`src/rtl/cdc_fifo_pkg.sv`:
```
// -----------------------------------------------------------------------------
// cdc_fifo_pkg
//
// Shared constants and pointer-code helpers for the dual-clock CDC FIFO.
// Both the write-state and read-state blocks import this package so that the
// Gray encoding used on each side of the clock boundary is the same.
//
// Contents:
//   DEFAULT_ADDRESS_WIDTH : default pointer width (FIFO depth 2**width)
//   DEFAULT_SYNC_STAGES   : default number of flops in a pointer synchroniser
//   CONVERT_WIDTH         : working width of the conversion functions; callers
//                           zero-extend into it and size-cast the result back
//   binary_to_gray()      : binary -> reflected Gray code
//   gray_to_binary()      : reflected Gray code -> binary
// -----------------------------------------------------------------------------
package cdc_fifo_pkg;

  localparam int DEFAULT_ADDRESS_WIDTH = 4;
  localparam int DEFAULT_SYNC_STAGES   = 2;

  // Pointers wider than this are not supported by the helpers below.
  localparam int CONVERT_WIDTH = 32;

  function automatic logic [CONVERT_WIDTH-1:0] binary_to_gray(
    input logic [CONVERT_WIDTH-1:0] binary
  );
    return binary ^ (binary >> 1);
  endfunction

  // Each binary bit is the XOR of all Gray bits at or above it; zero-extended
  // upper bits leave the low-order result untouched.
  function automatic logic [CONVERT_WIDTH-1:0] gray_to_binary(
    input logic [CONVERT_WIDTH-1:0] gray
  );
    logic [CONVERT_WIDTH-1:0] binary;
    binary[CONVERT_WIDTH-1] = gray[CONVERT_WIDTH-1];
    for (int i = CONVERT_WIDTH - 2; i >= 0; i--) begin
      binary[i] = binary[i+1] ^ gray[i];
    end
    return binary;
  endfunction

endpackage

```
`src/rtl/cdc_fifo_pointer_sync.sv`:
```
// -----------------------------------------------------------------------------
// cdc_fifo_pointer_sync
//
// Multi-flop bus synchroniser for a Gray-coded FIFO pointer. The bus may only
// be a Gray value (at most one bit changing per source update), so each bit
// can be resynchronised independently without producing an invalid pointer.
// Shared by the write-state and read-state blocks.
//
// Parameters:
//   WIDTH  : bus width
//   STAGES : number of flops in the chain (must be 2 or more)
//
// Ports:
//   clock  in   destination-domain clock
//   reset  in   synchronous active-high reset, clears every stage to 0
//   i_data in   Gray pointer from the other clock domain (asynchronous)
//   o_data out  synchronised pointer, STAGES edges behind i_data
// -----------------------------------------------------------------------------
module cdc_fifo_pointer_sync #(
  parameter int WIDTH  = 4,
  parameter int STAGES = 2
) (
  input  logic             clock,
  input  logic             reset,
  input  logic [WIDTH-1:0] i_data,
  output logic [WIDTH-1:0] o_data
);

  // All stages held in one flat shift chain; the newest sample sits in the
  // low WIDTH bits and the oldest (fully resolved) sample in the top WIDTH.
  (* ASYNC_REG = "TRUE" *)
  logic [STAGES*WIDTH-1:0] r_chain;

  always_ff @(posedge clock) begin
    if (reset) begin
      r_chain <= '0;
    end else begin
      r_chain <= {r_chain[(STAGES-1)*WIDTH-1:0], i_data};
    end
  end

  assign o_data = r_chain[STAGES*WIDTH-1 -: WIDTH];

endmodule

```
`src/rtl/cdc_fifo_write_state.sv`:
```
// -----------------------------------------------------------------------------
// cdc_fifo_write_state
//
// Write-domain pointer and status logic of the dual-clock CDC FIFO. Keeps the
// binary write address for the storage array, publishes a registered Gray copy
// for the read domain, brings the read domain's Gray pointer across with a
// multi-flop synchroniser and derives full / almost_full / level / write
// strobe from the two pointers. Status is pessimistic: a read is seen
// SYNC_STAGES edges late, so full can linger but never drops early.
//
// One slot is always left empty so that equal pointers mean "empty" and
// write+1 == read means "full"; usable capacity is 2**ADDRESS_WIDTH - 1.
//
// Build option:
//   CDC_FIFO_WRITE_OVERFLOW_EN defined   : sticky overflow flag, set by a write
//                                          request while full, cleared by reset.
//   CDC_FIFO_WRITE_OVERFLOW_EN undefined : overflow tied to 0, dropped writes
//                                          are silent.
//
// Parameters:
//   ADDRESS_WIDTH     : pointer width (up to 32)
//   SYNC_STAGES       : read-pointer synchroniser depth (2 or more)
//   ALMOST_FULL_LEVEL : level at or above which almost_full asserts
//
// Ports:
//   clock              in   write-domain clock
//   reset              in   synchronous active-high reset
//   increment          in   write request this cycle
//   read_address_gray  in   Gray read pointer from the read domain (async)
//   write_address      out  binary write address to the storage array
//   write_address_gray out  registered Gray write pointer to the read domain
//   write_enable       out  storage write strobe (increment & !full)
//   full               out  no free slot
//   almost_full        out  level >= ALMOST_FULL_LEVEL
//   level              out  occupied slots as seen in the write domain
//   overflow           out  sticky "write attempted while full"
// -----------------------------------------------------------------------------
module cdc_fifo_write_state
  import cdc_fifo_pkg::*;
#(
  parameter int ADDRESS_WIDTH     = DEFAULT_ADDRESS_WIDTH,
  parameter int SYNC_STAGES       = DEFAULT_SYNC_STAGES,
  parameter int ALMOST_FULL_LEVEL = (1 << ADDRESS_WIDTH) - 2
) (
  input  logic                     clock,
  input  logic                     reset,
  input  logic                     increment,
  input  logic [ADDRESS_WIDTH-1:0] read_address_gray,
  output logic [ADDRESS_WIDTH-1:0] write_address,
  output logic [ADDRESS_WIDTH-1:0] write_address_gray,
  output logic                     write_enable,
  output logic                     full,
  output logic                     almost_full,
  output logic [ADDRESS_WIDTH-1:0] level,
  output logic                     overflow
);

  // ---------------------------------------------------------------------------
  // State
  // ---------------------------------------------------------------------------
  logic [ADDRESS_WIDTH-1:0] r_write_address;
  logic [ADDRESS_WIDTH-1:0] r_write_address_gray;

  // ---------------------------------------------------------------------------
  // Combinational signals
  // ---------------------------------------------------------------------------
  logic [ADDRESS_WIDTH-1:0] w_read_gray_sync;
  logic [ADDRESS_WIDTH-1:0] w_read_address_sync;
  logic [ADDRESS_WIDTH-1:0] w_write_address_next;
  logic [ADDRESS_WIDTH-1:0] w_write_gray_next;
  logic [ADDRESS_WIDTH-1:0] w_level;
  logic                     w_full;
  logic                     w_write_accept;

  // ---------------------------------------------------------------------------
  // Read pointer into the write clock domain. Only the Gray value crosses;
  // decoding to binary happens after the last synchroniser flop.
  // ---------------------------------------------------------------------------
  cdc_fifo_pointer_sync #(
    .WIDTH  (ADDRESS_WIDTH),
    .STAGES (SYNC_STAGES)
  ) u_read_pointer_sync (
    .clock  (clock),
    .reset  (reset),
    .i_data (read_address_gray),
    .o_data (w_read_gray_sync)
  );

  assign w_read_address_sync =
    ADDRESS_WIDTH'(gray_to_binary(CONVERT_WIDTH'(w_read_gray_sync)));

  // ---------------------------------------------------------------------------
  // Pointer arithmetic and status. The +1 and the subtraction wrap naturally
  // at ADDRESS_WIDTH bits, so pointer wrap needs no special case.
  // ---------------------------------------------------------------------------
  assign w_write_address_next = r_write_address + 1'b1;
  assign w_write_gray_next    =
    ADDRESS_WIDTH'(binary_to_gray(CONVERT_WIDTH'(w_write_address_next)));

  assign w_full         = (w_write_address_next == w_read_address_sync);
  assign w_write_accept = increment & ~w_full;
  assign w_level        = r_write_address - w_read_address_sync;

  // Registered Gray copy is loaded with the same edge as the binary address,
  // so the read domain only ever sees a glitch-free, single-bit step.
  always_ff @(posedge clock) begin
    if (reset) begin
      r_write_address      <= '0;
      r_write_address_gray <= '0;
    end else if (w_write_accept) begin
      r_write_address      <= w_write_address_next;
      r_write_address_gray <= w_write_gray_next;
    end
  end

  // ---------------------------------------------------------------------------
  // Optional sticky overflow flag
  // ---------------------------------------------------------------------------
`ifdef CDC_FIFO_WRITE_OVERFLOW_EN
  logic r_overflow;

  always_ff @(posedge clock) begin
    if (reset) begin
      r_overflow <= 1'b0;
    end else if (increment & w_full) begin
      r_overflow <= 1'b1;
    end
  end

  assign overflow = r_overflow;
`else
  assign overflow = 1'b0;
`endif

  // ---------------------------------------------------------------------------
  // Outputs
  // ---------------------------------------------------------------------------
  assign write_address      = r_write_address;
  assign write_address_gray = r_write_address_gray;
  assign write_enable       = w_write_accept;
  assign full               = w_full;
  assign level              = w_level;
  assign almost_full        = (int'(w_level) >= ALMOST_FULL_LEVEL);

endmodule
```
`config.mk`:
```
export PLATFORM = sky130hd
export DESIGN_NAME = cdc_fifo_write_state
export DESIGN_NICKNAME = d
export VERILOG_FILES = /design/src/rtl/cdc_fifo_pkg.sv /design/src/rtl/cdc_fifo_pointer_sync.sv /design/src/rtl/cdc_fifo_write_state.sv
export SDC_FILE = /design/constraint.sdc
export NUM_CORES = 1
export LEC_CHECK = 0
export BUFFER_PORTS_ARGS = -buffer_cell sky130_fd_sc_hd__clkbuf_2
export CAP_MARGIN = 0
export CORE_MARGIN = 2
export CORE_UTILIZATION = 30
export DETAILED_ROUTE_END_ITERATION = 8
export GPL_TIMING_DRIVEN = 0
export MAX_ROUTING_LAYER = met4
export PLACE_DENSITY = 0.57
export SYNTH_ARGS = -nofsm -noshare
export SYNTH_HDL_FRONTEND = slang
export SYNTH_SLANG_ARGS = --single-unit
```
`constraint.sdc`:
```
create_clock -name clock -period 2.4 [get_ports clock]
set_input_delay 0.6 -clock clock [delete_from_list [all_inputs] [get_ports clock]]
set_output_delay 0.6 -clock clock [all_outputs]
set_load 0.02 [all_outputs]
```
Yosys cells after proc, flatten, opt, wreduce, memory -nomap -nowiden
Index checks and enable logic that the tools add are counted.
- bits in registers: 16
- input port bits: 7
- output and inout bits: 16
- word-level logic and storage cells: 13
- add/sub/neg operators: 2
- magnitude comparators: 1
- equal/unequal tests: 1
- bitwise operators: 6
- operator list (cell ; number):
    $add 4x1->4 const B ; 1
    $eq 4x4->1 ; 1
    $ge 4x4->1 const B ; 1
    $sub 4x4->4 ; 1
    $xor 4x3->4 ; 1
    $xor 1x1->1 ; 3
    $and 1x1->1 ; 1
    $not 1->1 ; 1

Logic depth before layout (Yosys ltp)
Gate-level depths: netlist of the first run.
- word-level depth: 6
- gate-level depth with buffers: 9
- mapped depth without buffers: 9

Modules after synthesis
A second synthesis of the first run with hierarchy kept.
- cell total of the unflattened synthesis: 88
- area total of the unflattened synthesis: 804.5 um2
- modules (own cells, without submodules) (module ; instances ; cells an instance ; area an instance (um2) ; seq. area each (um2)):
    cdc_fifo_write_state ; 1 ; 68 ; 564.3 ; 140.1
    cdc_fifo_pointer_sync ; 1 ; 20 ; 240.2 ; 160.2

Worst setup path before layout of the first run
Ideal clock, no wire load.
- path kind: register to output
- start point: register u_read_pointer_sync.r_chain[7]
- end point: output almost_full
- arrival: 2290 ps
- data required time: 1800 ps
- setup slack: -490 ps
- stages on the path, launching flop included: 9
- buffers on the path: 0
- path through: dfxtp_1 -> xor2_1 -> xnor2_1 -> xnor2_1 -> ha_1 -> inv_2 -> fa_1 -> xor2_1 -> and3_1
- longest elaborated chain between the ends: 5
- ends and longest elaborated chain (what ; RTL line ; RTL):
    start, declared ; cdc_fifo_pointer_sync.sv:32 ; logic [STAGES*WIDTH-1:0] r_chain;
    start signal, assigned ; cdc_fifo_pointer_sync.sv:38 ; r_chain <= {r_chain[(STAGES-1)*WIDTH-1:0], i_data};
    $xor 1x1->1 * ; cdc_fifo_pkg.sv:38 ; binary[i] = binary[i+1] ^ gray[i];
    $xor 1x1->1 (2 in a row) ; cdc_fifo_pkg.sv:38 ;
    $sub 4x4->4 * ; cdc_fifo_write_state.sv:102 ; assign w_level = r_write_address - w_read_address_sync;
    named net level[2] ; cdc_fifo_write_state.sv:54 ; output logic [ADDRESS_WIDTH-1:0] level,
    $ge 4x4->1 * ; cdc_fifo_write_state.sv:143 ; assign almost_full = (int'(w_level) >= ALMOST_FULL_LEVEL);
    end, declared ; cdc_fifo_write_state.sv:53 ; output logic almost_full,
Mark *: on every way through the listed nets, which the timed path passes. The rest lies on a longest branch.

Final worst setup path of the first run
- start point: register u_read_pointer_sync.r_chain[7]
- end point: output almost_full
- longest elaborated chain between the ends: 5
- ends and longest elaborated chain (what ; RTL line):
    $xor 1x1->1 (3 in a row) ; cdc_fifo_pkg.sv:38
    $sub 4x4->4 * ; cdc_fifo_write_state.sv:102
    $ge 4x4->1 * ; cdc_fifo_write_state.sv:143
Mark *: on every way between the ends. The rest lies on a longest branch, timed or not.

==> results.cfg, run 1 <==
[power]
power.leakage_nw = 0.544
power_density_mw_per_mm2 = 713
ir_drop_uv = 331

[global_routing]
grt_max_degree = 11
first_global_vias = 682
antenna_found_initial = 0
grt_usage_pct = 13.4
grt_pass1_wl_um = 2750
gr-total-overflow = 0

[placement]
place_congestion = 0.685
numPortBuffers = 21
dp_hpwl_um = 1130
dp_cells = 135
dp_slack_ns = -0.275

[cells_and_area]
final_layout_size_suffix_gt1_share_pct = 51.6
area_delta_synth_final_pct = 57.7
diodes = 0
fin_cells = 154
nets = 137

[synth]
ys_seq_elements = 15
synth_fp_nets = 96
syn_area_um2 = 774
synthFlopType = dfxtp_1
ys_seq_area_share_pct = 38.8
postSynth.asyncResetShare_pct = 0
synth-edff-count = 0
yosys_warnings = 0
syn_inst = 84
avgSynthCellArea_um2 = 9.22
ys_types = 25

[floorplan]
die_area_mm2 = 0.00300
dieHeight_um = 54.8
start_util_pct = 31.5
die_w_um = 54.8
core_area_mm2 = 0.00245
pin_count = 23
row_count = 18

[sta]
rsz0062_at_grt = true
setup_viol = 6
period_needed_ns = 2.79
holdWs_ns = 0.439
hold_viol_final = 0
finalMaxSlewViolations = 0
fin_skew_ns = 0.00276
fin_crit_sh_pct = 116
setup_ws_ns = -0.391
fmax_mhz = 358

[detailed_routing]
firstDrtPassIters = 4
wl_um = 1670
ant_nets = 0
via_per_inst = 4.49
drt-initial-drc-count = 13
vias = 691
avgRoutedWirePerCell_um = 10.8
drc = 0

[status]
status = complete, but fails checks
violations = setup timing

[critical_path]
critPathLaunch = u_read_pointer_sync.r_chain[7]$_SDFF_PP0_
slowest_stage = fa_2
r2r-start = write_address[1]$_SDFFE_PP0P_
end_kind = output pin
worstPathArrival_ns = 2.19
worst-path-buf-inv = 2
slowest_delay_ns = 0.53
crit_chain = xor2_2, xnor2_2, xnor2_1, ha_2, inv_2, fa_2, and3_4, buf_8
worst-path-max-fanout = 2
crit_required_ns = 1.80
cpLargestDelayFamily = adder cells
start_kind = flip-flop
critical_path_class = flip-flop to output pin

[cts]
h-tree-depth = 1
clock-sinks = 15
root_buffer = clkbuf_4
cts_tree = yes
cts_buffers = 3
clkSlewWorstSetupHoldPaths_ns = 0.09
clock_latency_ns = 0.28
cts_buffer_depth = 2

[flow_run]
drv_cap = 0

[worst_hold_path]
hp-start = u_read_pointer_sync.r_chain[0]$_SDFF_PP0_
hold_class = flip-flop to flip-flop
-- repair_timing --
item,in CTS,in global routing
hold endpoints to repair,0,0
endpoints found under the setup margin,6,6
resized for setup,16,9
hold buffers,0,0
setup buffers,13,2
pin swaps,10,8
-- state kept, by name, indices dropped and copies added, names as in the netlist --
name	flops
u_read_pointer_sync.r_chain	8
write_address	4
write_address_gray	3
-- routing by layer --
layer / global-route usage (%) / part of all wire [%] / vias up
met1: 13.9 / 42 / 318
met3: 1.64 / 4.0 / 2
met5: - / 0 / -
met2: 24.0 / 54 / 19
met4: 7.50 / 0.78 / 0
li1: - / - / 352
-- worst paths after layout --
kind	depth (start not counted)	slack, ns	end
setup / recovery	8	-0.39	almost_full
hold reg to reg	1	0.44	u_read_pointer_sync.r_chain[4]$_SDFF_PP0_
hold / removal	1	0.44	u_read_pointer_sync.r_chain[4]$_SDFF_PP0_
setup reg to reg	9	0.16	write_address[3]$_SDFFE_PP0P_
-- kinds of logic (layout without fill, tap and decap cells) --
| group | count (synthesis) | count (layout) | share of synthesized area, % |
|---|---|---|---|
| AO/OA/AOI/OAI | 14 | 14 | 10.0 |
| XOR/XNOR | 13 | 13 | 14.7 |
| adder cells (fa/ha/maj) | 5 | 5 | 9.05 |
| buffers and inverters | 9 | 49 | 5.98 |
| flip-flops | 15 | 15 | 38.8 |
| multiplexers | 1 | 1 | 1.94 |
| other | 1 | 1 | 0.484 |
| AND/OR/NAND/NOR | 26 | 26 | 19.1 |
-- stage by stage --
step | TNS [ns] | util, % | total power, mW | instance area [um^2]
floorplan | -0.201 | - | 0.509 | 846
global placement | -0.659 | 40.3 | 0.575 | 988
detailed placement | -0.669 | 40.3 | 0.580 | 988
CTS | -1.85 | 48.2 | 0.838 | 1180
global route | -2.38 | 49.7 | 0.927 | 1220
finish | -1.67 | 49.7 | 0.870 | 1220
-- synthesized netlist by cell type (2+ instances only) --
| library cell | count | share of area (%) |
|---|---|---|
| inv_1 | 3 | 1.5 |
| a21oi_1 | 6 | 3.9 |
| buf_4 | 2 | 1.9 |
| nand3_1 | 6 | 3.9 |
| o21ai_1 | 6 | 3.9 |
| nand2_1 | 3 | 1.5 |
| xnor2_1 | 6 | 6.8 |
| nor2_1 | 2 | 0.97 |
| dfxtp_1 | 15 | 39 |
| xor2_1 | 7 | 7.9 |
| or3_1 | 2 | 1.6 |
| inv_2 | 2 | 0.97 |
| nor2b_1 | 9 | 7.3 |
| ha_1 | 4 | 6.5 |
-- area by class of cell --
cell class	count	area (um^2)
repair buffers	36	282
well taps	30	37.5
clock inverters	1	5.00
multi-input cells	60	518
plain buffers	3	18.8
inverters	6	27.5
flip-flops and latches	15	310
fillers	246	1230
clock buffers	3	22.5
-- worst reg2reg max path, stage by stage (launching register included) --
cell	delay, ns
dfxtp_4	0.36
ha_4	0.24
xor2_1	0.16
or3_1	0.39
a211o_4	0.35
clkinv_4	0.07
buf_4	0.10
buf_4	0.12
nor3_2	0.04
mux2_4	0.29
-- placed cells by master, fill, tap and decap left out, types with 2 or more instances in the layout --
cell type  count
clkbuf_2      14
inv_1          2
xor2_1         4
xnor2_1        5
dfxtp_2        2
nand2_1        3
inv_2          3
xor2_2         2
clkbuf_4       3
dfxtp_4        2
a21oi_1        5
clkbuf_8       2
nand3_1        6
dfxtp_1       11
buf_8          4
or3_1          2
ha_4           2
nor2b_1        9
o21ai_1        6
buf_4         17
-- report_power, final --
group / switching, mW / total, mW / internal (mW)
clock: 0.0808 / 0.143 / 0.0618
sequential: 0.0107 / 0.278 / 0.267
combinational: 0.209 / 0.450 / 0.241
total: 0.300 / 0.870 / 0.570
No activity file was read; power rests on OpenSTA's default activity.
==> run 2, diff against run 1 <==
--- a/config.mk
+++ b/config.mk
@@ -6,8 +6,7 @@
 export NUM_CORES = 1
 export LEC_CHECK = 0
 export BUFFER_PORTS_ARGS = -buffer_cell sky130_fd_sc_hd__clkbuf_2
-export CAP_MARGIN = 0
-export CORE_MARGIN = 2
+export CAP_MARGIN = 20
 export CORE_UTILIZATION = 30
 export DETAILED_ROUTE_END_ITERATION = 8
 export GPL_TIMING_DRIVEN = 0
==> results.cfg, run 2 (synthesis gave the netlist of run 1 again) <==
[floorplan]
start_util_pct = 31.5
die_w_um = 52.8
die_area_mm2 = 0.00279
dieHeight_um = 52.8
pin_count = 23
core_area_mm2 = 0.00245
row_count = 18

[cells_and_area]
final.fill_count = 253
area_delta_synth_final_pct = 57.4
top_register = u_read_pointer_sync.r_chain
nets = 137
final_common_cell = buf_4
fin_cells = 154
fin_util_pct = 49.6
final_layout_size_suffix_gt1_share_pct = 50.0
diodes = 0
layout_common_cells = 17 x buf_4, 15 x clkbuf_2, 11 x dfxtp_1
largest_reg_flops = 8

[global_routing]
grt_usage_pct = 14.6
first_global_vias = 669
use_met2_pct = 24.7
antenna_found_initial = 0
gr-total-overflow = 0
busiest_layer = met2
grt_util_met3_pct = 2.03
grt_pass1_wl_um = 2790
grt_max_degree = 11
use_met1_pct = 15.9

[detailed_routing]
via_per_inst = 4.64
avgRoutedWirePerCell_um = 10.5
drc = 0
wl_um = 1620
ant_nets = 0
firstDrtPassIters = 5
drt-initial-drc-count = 7
vias = 715

[power]
p_sw_share_pct = 34.9
switching_power_uw = 296
ir_drop_uv = 398
p_int_uw = 552
power_density_mw_per_mm2 = 696
clockPowerShare_pct = 17.1
p_total_uw = 848
p_comb_share_pct = 50.1
sequentialPowerShare_pct = 32.8
power.leakage_nw = 0.549

[placement]
dp_hpwl_um = 1090
numPortBuffers = 21
dp_cells = 135
place_congestion = 0.756

[critical_path]
worst-path-max-fanout = 3
start_kind = flip-flop
slowest_delay_ns = 0.53
slowest_stage = fa_2
end_kind = output pin
crit_required_ns = 1.80
critical_path_class = flip-flop to output pin
worstPathArrival_ns = 2.27
crit_chain = xor2_4, xnor2_2, xnor2_1, ha_2, inv_2, fa_2, and3_4, buf_8

[sta]
holdWs_ns = 0.444
setup_viol = 6
finalMaxSlewViolations = 0
hold_viol_final = 0
fmax_mhz = 349
setup_ws_ns = -0.467
fin_skew_ns = 0.00475
fin_crit_sh_pct = 119
rsz0062_at_grt = true
period_needed_ns = 2.87

[cts]
cts_buffers = 3
clkSlewWorstSetupHoldPaths_ns = 0.09
cts_tree = yes
cts_buffer_depth = 2
clock_latency_ns = 0.29
clock-sinks = 15
h-tree-depth = 1
holdBufCountCts = 0
root_buffer = clkbuf_4

[status]
status = complete, but fails checks
violations = setup timing

[flow_run]
drv_cap = 0

[worst_hold_path]
hold_class = flip-flop to flip-flop
## run 2: power groups by stage
stage	Sequential [mW]	Combinational, mW	Clock (mW)
floorplan	0.301	0.208	0
global placement	0.290	0.284	0
detailed placement	0.291	0.288	0
CTS	0.279	0.415	0.148
global route	0.281	0.457	0.161
finish	0.278	0.425	0.145
## run 2: worst paths after layout
path | start | slack, ns | to | cells after the start
worst max-delay path | u_read_pointer_sync.r_chain[7]$_SDFF_PP0_ | -0.47 | almost_full | 8
worst min-delay path | u_read_pointer_sync.r_chain[2]$_SDFF_PP0_ | 0.44 | u_read_pointer_sync.r_chain[6]$_SDFF_PP0_ | 1
worst max register to register | u_read_pointer_sync.r_chain[7]$_SDFF_PP0_ | 0.01 | write_address_gray[1]$_SDFFE_PP0P_ | 11
worst min register to register | u_read_pointer_sync.r_chain[2]$_SDFF_PP0_ | 0.44 | u_read_pointer_sync.r_chain[6]$_SDFF_PP0_ | 1
## run 2: per-stage QoR
step	setup TNS (ns)	instance area, um^2	worst slack, ns
after floorplan	-0.201	846	-0.201
after global placement	-0.654	988	-0.268
after detailed placement	-0.721	988	-0.285
after CTS	-2.01	1190	-0.464
after global routing	-2.89	1220	-0.579
final	-2.08	1220	-0.467
## run 2: cell type report
| type | count | area (um^2) | area share (%) |
|---|---|---|---|
| Clock inverter | 1 | 5.00 | 0.411 |
| Buffer | 3 | 18.8 | 1.54 |
| Inverter | 6 | 27.5 | 2.26 |
| Multi-Input combinational cell | 60 | 523 | 42.9 |
| Sequential cell | 15 | 313 | 25.7 |
| Timing Repair Buffer | 36 | 272 | 22.3 |
| Tap cell | 30 | 37.5 | 3.08 |
| Clock buffer | 3 | 22.5 | 1.85 |
## run 2: worst max-delay path: cells and delay by family (launching register included)
kind / cells / cell delay (ns)
adders and majority gates: 2 / 0.72
xor gates and xnor gates: 3 / 0.56
buffers and inverters: 2 / 0.14
and+or+nand+nor: 1 / 0.19
DFF: 1 / 0.36
## run 2: routing by layer
layer | vias to the layer above | part of all wire [%]
met3 | 4 | 5.8
met2 | 29 | 51
met1 | 328 | 39
met4 | 0 | 3.5
met5 | - | 0
li1 | 354 | -
## run 2: what timing repair did
item | 4_1_cts | 5_1_grt
buffers inserted | 14 | 1
cloned | 0 | 0
setup endpoints to repair | 6 | 9
pin swaps | 10 | 8
resized for setup | 15 | 4
endpoints found under the hold margin | 0 | 0
